## config.mk

```make
export PLATFORM = sky130hd
export DESIGN_NAME = cdc_send_arb
export DESIGN_NICKNAME = d
export VERILOG_FILES = /design/src/rtl/cdc_send_arb.sv
export SDC_FILE = /design/constraint.sdc
export NUM_CORES = 1
export LEC_CHECK = 0
export ABC_AREA = 1
export BUFFER_PORTS_ARGS = -buffer_cell sky130_fd_sc_hd__buf_2
export CAP_MARGIN = 20
export CORE_ASPECT_RATIO = 1.25
export CORE_UTILIZATION = 28
export DETAILED_ROUTE_END_ITERATION = 10
export SETUP_SLACK_MARGIN = 0.1
export SYNTH_ARGS = -nofsm -noshare
export SYNTH_HDL_FRONTEND = slang
export SYNTH_SLANG_ARGS = --single-unit
```

## constraint.sdc

```tcl
create_clock -name aclk -period 4.8 [get_ports aclk]
set_clock_uncertainty 0.1 [all_clocks]
set_input_delay 0.48 -clock aclk [delete_from_list [all_inputs] [get_ports aclk]]
set_output_delay 0.48 -clock aclk [all_outputs]
set_load 0.05 [all_outputs]
```

## src/rtl/cdc_send_arb.sv

```systemverilog
// Round-robin arbiter sharing one source-side CDC handshake sender among NREQ requesters.
// Optional watchdog (sticky err_timeout) is compiled in with CDC_ARB_WDOG_EN.
module cdc_send_arb #(
  parameter int NREQ     = 4,
  parameter int WIDTH_D  = 8,
  parameter int IDW      = 3,
  parameter int WDOG_MAX = 1023
) (
  input  logic                    aclk,
  input  logic                    arst_n,
  input  logic [NREQ-1:0]         req_valid,
  input  logic [NREQ*WIDTH_D-1:0] req_data,
  output logic [NREQ-1:0]         req_accept,
  output logic [NREQ-1:0]         req_done,
  input  logic                    snd_ready,
  output logic                    snd_send,
  output logic [WIDTH_D-1:0]      snd_data,
  output logic [IDW-1:0]          snd_id,
  output logic                    busy,
  output logic                    err_timeout
);

  typedef enum logic [1:0] {IDLE, LAUNCH, WAIT_LO, WAIT_HI} state_t;

  state_t             state_q, state_d;
  logic [IDW-1:0]     ptr_q;
  logic               win_any, found_hi;
  logic [IDW-1:0]     idx_hi, idx_lo, win_idx;
  logic [WIDTH_D-1:0] win_data;
  logic               grant, done_ev;

  // Lowest valid index at/after ptr wins; otherwise wrap to the lowest valid index overall.
  always_comb begin
    win_any  = 1'b0;
    found_hi = 1'b0;
    idx_hi   = '0;
    idx_lo   = '0;
    for (int i = NREQ - 1; i >= 0; i--) begin
      if (req_valid[i]) begin
        win_any = 1'b1;
        idx_lo  = IDW'(i);
        if (IDW'(i) >= ptr_q) begin
          found_hi = 1'b1;
          idx_hi   = IDW'(i);
        end
      end
    end
    win_idx  = found_hi ? idx_hi : idx_lo;
    win_data = '0;
    for (int i = 0; i < NREQ; i++) begin
      if (win_idx == IDW'(i)) win_data = req_data[i*WIDTH_D +: WIDTH_D];
    end
  end

  always_comb begin
    state_d    = state_q;
    grant      = 1'b0;
    done_ev    = 1'b0;
    req_accept = '0;
    req_done   = '0;
    case (state_q)
      IDLE: begin
        if (snd_ready && win_any) begin
          grant   = 1'b1;
          state_d = LAUNCH;
        end
      end
      LAUNCH:  if (snd_ready) state_d = WAIT_LO;
      WAIT_LO: if (!snd_ready) state_d = WAIT_HI;
      WAIT_HI: begin
        if (snd_ready) begin
          done_ev = 1'b1;
          state_d = IDLE;
        end
      end
      default: state_d = IDLE;
    endcase
    for (int i = 0; i < NREQ; i++) begin
      req_accept[i] = grant && (win_idx == IDW'(i));
      req_done[i]   = done_ev && (snd_id == IDW'(i));
    end
  end

  always_ff @(posedge aclk or negedge arst_n) begin
    if (!arst_n) begin
      state_q  <= IDLE;
      ptr_q    <= '0;
      snd_data <= '0;
      snd_id   <= '0;
    end else begin
      state_q <= state_d;
      if (grant) begin
        snd_data <= win_data;
        snd_id   <= win_idx;
      end
      if (done_ev) begin
        ptr_q <= (snd_id == IDW'(NREQ - 1)) ? '0 : snd_id + IDW'(1);
      end
    end
  end

  assign snd_send = (state_q == LAUNCH);
  assign busy     = (state_q != IDLE);

`ifdef CDC_ARB_WDOG_EN
  logic [15:0] wdog_cnt;
  logic        err_q;

  // Counts the time spent waiting for the far-domain acknowledge; the FSM never aborts.
  always_ff @(posedge aclk or negedge arst_n) begin
    if (!arst_n) begin
      wdog_cnt <= '0;
      err_q    <= 1'b0;
    end else begin
      if (state_q == LAUNCH && state_d == WAIT_LO) begin
        wdog_cnt <= '0;
      end else if ((state_q == WAIT_LO || state_q == WAIT_HI) && wdog_cnt != 16'hFFFF) begin
        wdog_cnt <= wdog_cnt + 16'd1;
      end
      if (wdog_cnt == 16'(WDOG_MAX)) err_q <= 1'b1;
    end
  end

  assign err_timeout = err_q;
`else
  assign err_timeout = 1'b0;
`endif

endmodule

```

==> results of run 1 <==
stage by stage:
stage | power, W | cells | hold WS, ns | instance area (µm²) | utilization, %
floorplan | 0.000740 | 177 | 0.0844 | 1240 | -
global placement | 0.000839 | 283 | 0.306 | 1530 | 36.7
detailed placement | 0.000844 | 283 | 0.310 | 1530 | 36.7
CTS | 0.000943 | 286 | 0.0463 | 1570 | 37.7
global route | 0.00102 | 286 | 0.0589 | 1570 | 37.7
finish | 0.000935 | 286 | 0.0251 | 1570 | 37.7
area by class of cell:
class / instances / share of cell area (%)
multi-input combinational: 129 / 45.7
sequential: 14 / 22.3
timing repair buffer: 58 / 18.5
inverter: 26 / 6.37
tap: 56 / 4.46
clock buffer: 3 / 2.63
sequential cells by signal, summed over array words and instances, names as in the netlist:
name / cells
state_q: 2
ptr_q: 2
snd_id: 2
snd_data: 8
synthesized netlist by cell type, types with 3 or more instances:
master / n / share of area (%)
nand4_1: 10 / 5.1
a21oi_1: 3 / 1.2
nand2_1: 33 / 10
nor2_1: 25 / 7.6
or2_2: 5 / 2.5
dfrtp_1: 14 / 28
ha_1: 9 / 9.1
inv_1: 22 / 6.7
buf_6: 3 / 2.7
nand3_1: 20 / 8.1
o21ai_0: 7 / 2.8
nand3_2: 7 / 5.7
routing by layer:
metal  GRT usage [%]  routed length, µm
met5               0                  0
met1            16.9               1260
met2            25.4               1690
met4            5.33                 55
met3            1.70                138
critical path: stages (launching register included):
cell and delay [ns]:
dfrtp_1 0.38, inv_1 0.10, nand3_2 0.10, nand2_1 0.08, inv_2 0.05, nand3_2 0.20, nand2_4 0.20, nor3_1 0.23
buf_2 0.31
cells by family after synthesis:
kind of cell / after synthesis / synth area share, %
AOI/OAI and AO/OA: 12 / 5.35
buffers and inverters: 34 / 14.0
other: 1 / 0.303
and+or+nand+nor: 106 / 42.9
DFF: 14 / 28.3
adders and majority gates: 9 / 9.09
layout by cell type (no fill, tap or decap):
cell / n
ha_1: 9
inv_1: 22
or2_2: 5
inv_2: 2
a21oi_2: 1
buf_2: 58
nand2_1: 33
nand2_4: 2
a21oi_1: 3
o21ai_0: 7
nand4_1: 10
nand2_2: 1
nand3b_2: 1
nand3_1: 20
nor2_1: 25
nand3_2: 7
inv_4: 1
o211ai_1: 1
nor3_1: 2
clkinv_1: 1
clkbuf_8: 3
conb_1: 2
dfrtp_1: 14
where the power goes:
part | switching, W | total [W] | internal (W)
sequential | 0.0000327 | 0.000208 | 0.000176
combinational | 0.000456 | 0.000629 | 0.000173
clock | 0.0000425 | 0.0000981 | 0.0000556
worst max-delay path by stage:
stage,startpoint,end,slack [ns],depth (start not counted)
after floorplan,req_valid[1],req_accept[0],2.10,7
after global placement,req_valid[2],req_accept[3],2.41,9
after detailed placement,req_valid[2],req_accept[3],2.37,9
after CTS,state_q[0],req_accept[1],2.31,7
after global routing,ptr_q[1],req_accept[0],2.09,8
final,ptr_q[1],req_accept[0],2.33,8
==> metrics.txt, run 1 <==
Die ar.=0.00470 mm²; Final ANT Viol Nets=0; H-Tree Depth=1; Startpoint Class=flip-flop; setup slack after placement=about 2.4 ns; grt ovf=0; CTS tree=done; ys flop type=dfrtp_1; CTS-repair resized insts=0; # Post-CTS Setup Buffers=0; setup TNS=0 ns; pin count of the biggest net entering global routing=20; Post-synth EDFFs=0; Final Hold Viols=0; flop2flop setup slack=around 3.1 ns; CP required=4.22 ns; share of cells above drive strength 1=a little over a third; Area Overhead vs Synth=26.8%; Synth Area per Inst=around 7 µm²; Die H=between 70 and 80 µm; vias in the first global route=1,187; worst min path class=primary input to async pin; critical path arrival=1.89 ns; WL/cell=11.0 µm; CP Capture Type=primary output; CP max FO=19; Skew-Pair Late Insertion Delay=0.25 ns; Worst-path clk slew=0.06 ns; first-pass GRT wire length=about 5100 µm; Post-synth ARST share=100%; nets=280; crit path kind=flip-flop to primary output; total wire length=~3100 µm; Die X=61.5 µm; FP Rows=26; Bufs on Longest Clock Path=2; Critical R2R Launch=ptr_q[1]; # diodes=0; Post-Syn Instances=176; post-synth cell types=25; gr usage total=14.4%; Starting Density=~30%; FILL cells=486; Max Slew Vio Count=0; Max Clock Freq=404 MHz; RePlAce Congestion=0.791; LEAKAGE=0.869 nW; R2R depth=11; Vias/cell=4.38; initial antenna violation count=0; setup ws final=roughly 2.3 ns; drt pass-1 iters=4; Final min period=2.47 ns; cts bufs inserted=3; footprint of the multi-input gates=718 µm²; status=complete, no violations; IO Count=61; post-synthesis sequential area ratio=28.3%; DP HPWL=2490 µm; cts hold-fix bufs=0; reg2reg end=snd_data[3]; Register Area=350 µm²; Core Box Area=0.00416 mm²; DRC=0; synthesized area=roughly 0.0012 mm²; DR vias=1,254; CTS root buffer=clkbuf_8; # port buffers=58; initial drt markers=43; YS warnings=0; # clock sinks=14; Seq cells post-synth=14; RSZ-0062 raised after global routing=false; Final period util=51.6%; # setup viols final=0; VDD IR max=roughly 150 µV; Max-cap violations=0; PD cells=just under 600 mW/mm²
Note: power is estimated with default switching activity, not from simulation.
==> inputs of run 2 (changes only) <==
clock period = 2.54 ns   (was 4.8 ns; I/O delays follow)
==> metrics.txt, run 2 (same netlist as run 1, synthesis figures left out) <==
status=complete, no violations; Final min period=2.24 ns; RePlAce Congestion=around 0.80; cts bufs inserted=3; DRC=0; most frequent cells in the layout=58 x buf_2, 33 x nand2_1, 25 x nor2_1; slowest CP cell=dfrtp_1; first-pass GRT wire length=5210 µm; critical path arrival=1.89 ns; most flop-heavy register=snd_data; pin count of the biggest net entering global routing=20; # clock sinks=14; Bufs on Longest Clock Path=2; Final ANT Viol Nets=0; WL/cell=10.8 µm; nets=281; Max Clock Freq=446 MHz; CTS-repair resized insts=0; setup slack after placement=0.558 ns; # port buffers=a little under 60; # Post-CTS Setup Buffers=0; gr usage total=14.8%; top sig layer=met4; IO Count=61; Die ar.=0.00470 mm²; most common cell after layout, fill and taps aside=buf_2; total wire length=3110 µm; Final Hold Viols=0; setup ws final=0.300 ns; Starting Density=29.7%; delay-heaviest family, CP=simple AND/OR/NAND/NOR gates; initial drt markers=21; Final period util=88.2%; CP bufs+invs=3; Die H=approximately 76 µm; largest stage delay on the critical path=0.37 ns; H-Tree Depth=1; initial antenna violation count=0; FP Rows=26; drt pass-1 iters=4; CTS tree=done; cts hold-fix bufs=1; vias in the first global route=around 1,200; grt ovf=0; CP max FO=19; Vias/cell=4.45; CP Capture Type=primary output; DR vias=between 1,000 and 1,500; CP required=2.19 ns; LEAKAGE=roughly 0.88 nW; # setup viols final=0; Startpoint Class=flip-flop; # diodes=0; PD cells=1140 mW/mm²; setup TNS=0 ns; Core Box Area=0.00416 mm²; share of cells above drive strength 1=~35%; Top cell by count, worst path=nand3_2; CTS root buffer=clkbuf_8; Area Overhead vs Synth=28.7%; Max-cap violations=0; met3 routed WL=121 µm; CP Cell Sequence=inv_1 > nand3_2 > nand2_1 > inv_2 > nand3_2 > nand2_4 > nor3_1 > buf_2; WL met2=1660 µm; VDD IR max=320 µV; Skew-Pair Late Insertion Delay=0.25 ns; crit path kind=flip-flop to primary output; Max Slew Vio Count=0; Die X=61.5 µm; Worst-path clk slew=0.06 ns; worst min path class=primary input to flip-flop; RSZ-0062 raised after global routing=false; number of flip-flops in the largest register=8; wire length on met1=approximately 1300 µm; DP HPWL=between 2000 and 3000 µm
run 2: cell types whose count changed in the layout (fill, tap and decap cells not counted), sizes merged:
cell	previous run	this run
dlygate4sd3	0	1
clkbuf	3	4
run 2: final cells by class:
| type | count | area, µm² |
|---|---|---|
| clock buffers | 4 | 55.1 |
| fillers | 477 | 2570 |
| inverters | 26 | 100 |
| multi-input cells | 129 | 718 |
| flip-flops and latches | 14 | 350 |
| well taps | 56 | 70.1 |
| repair buffers | 59 | 300 |
run 2: where the power goes:
group / total (W) / internal, W / switching (W)
Clock: 0.000224 / 0.000138 / 0.0000867
Sequential: 0.000391 / 0.000332 / 0.0000595
Combinational: 0.00120 / 0.000327 / 0.000870
Total: 0.00181 / 0.000796 / 0.00102
run 2: metrics by stage:
| step | std cells | cell area, µm² | power [W] | util, % | hold WS [ns] |
|---|---|---|---|---|---|
| 2_1_floorplan | 177 | 1240 | 0.00140 | - | -0.142 |
| 3_3_place_gp | 283 | 1530 | 0.00160 | 36.7 | 0.0789 |
| 5_1_grt | 288 | 1590 | 0.00197 | 38.3 | 0.125 |
| 6_report | 288 | 1590 | 0.00181 | 38.3 | 0.120 |
| 4_1_cts | 288 | 1590 | 0.00183 | 38.3 | 0.119 |
| 3_5_place_dp | 283 | 1530 | 0.00160 | 36.7 | 0.0828 |
run 2: worst paths after layout:
| kind | start | cells after the start | slack, ns | end |
|---|---|---|---|---|
| min in group asynchronous | arst_n | 2 | 0.33 | snd_data[0] |
| worst min-delay path | req_data[27] | 3 | 0.12 | snd_data[3] |
| worst max register to register | ptr_q[1] | 11 | 0.78 | snd_data[3] |
| worst max-delay path | ptr_q[1] | 8 | 0.30 | req_accept[0] |
| worst min register to register | snd_data[3] | 2 | 0.40 | snd_data[3] |
| max in group asynchronous | arst_n | 2 | 1.75 | snd_data[3] |
run 2: worst min-delay path: stages:
cell,delay (ns)
buf_2,0.08
nand2_1,0.04
nand3_1,0.06
run 2: layer usage:
metal / track usage, % / vias up
met3: 1.53 / 5
li1: - / 672
met4: 6.67 / 0
met2: 26.2 / 38
met5: 0 / -
met1: 16.8 / 568
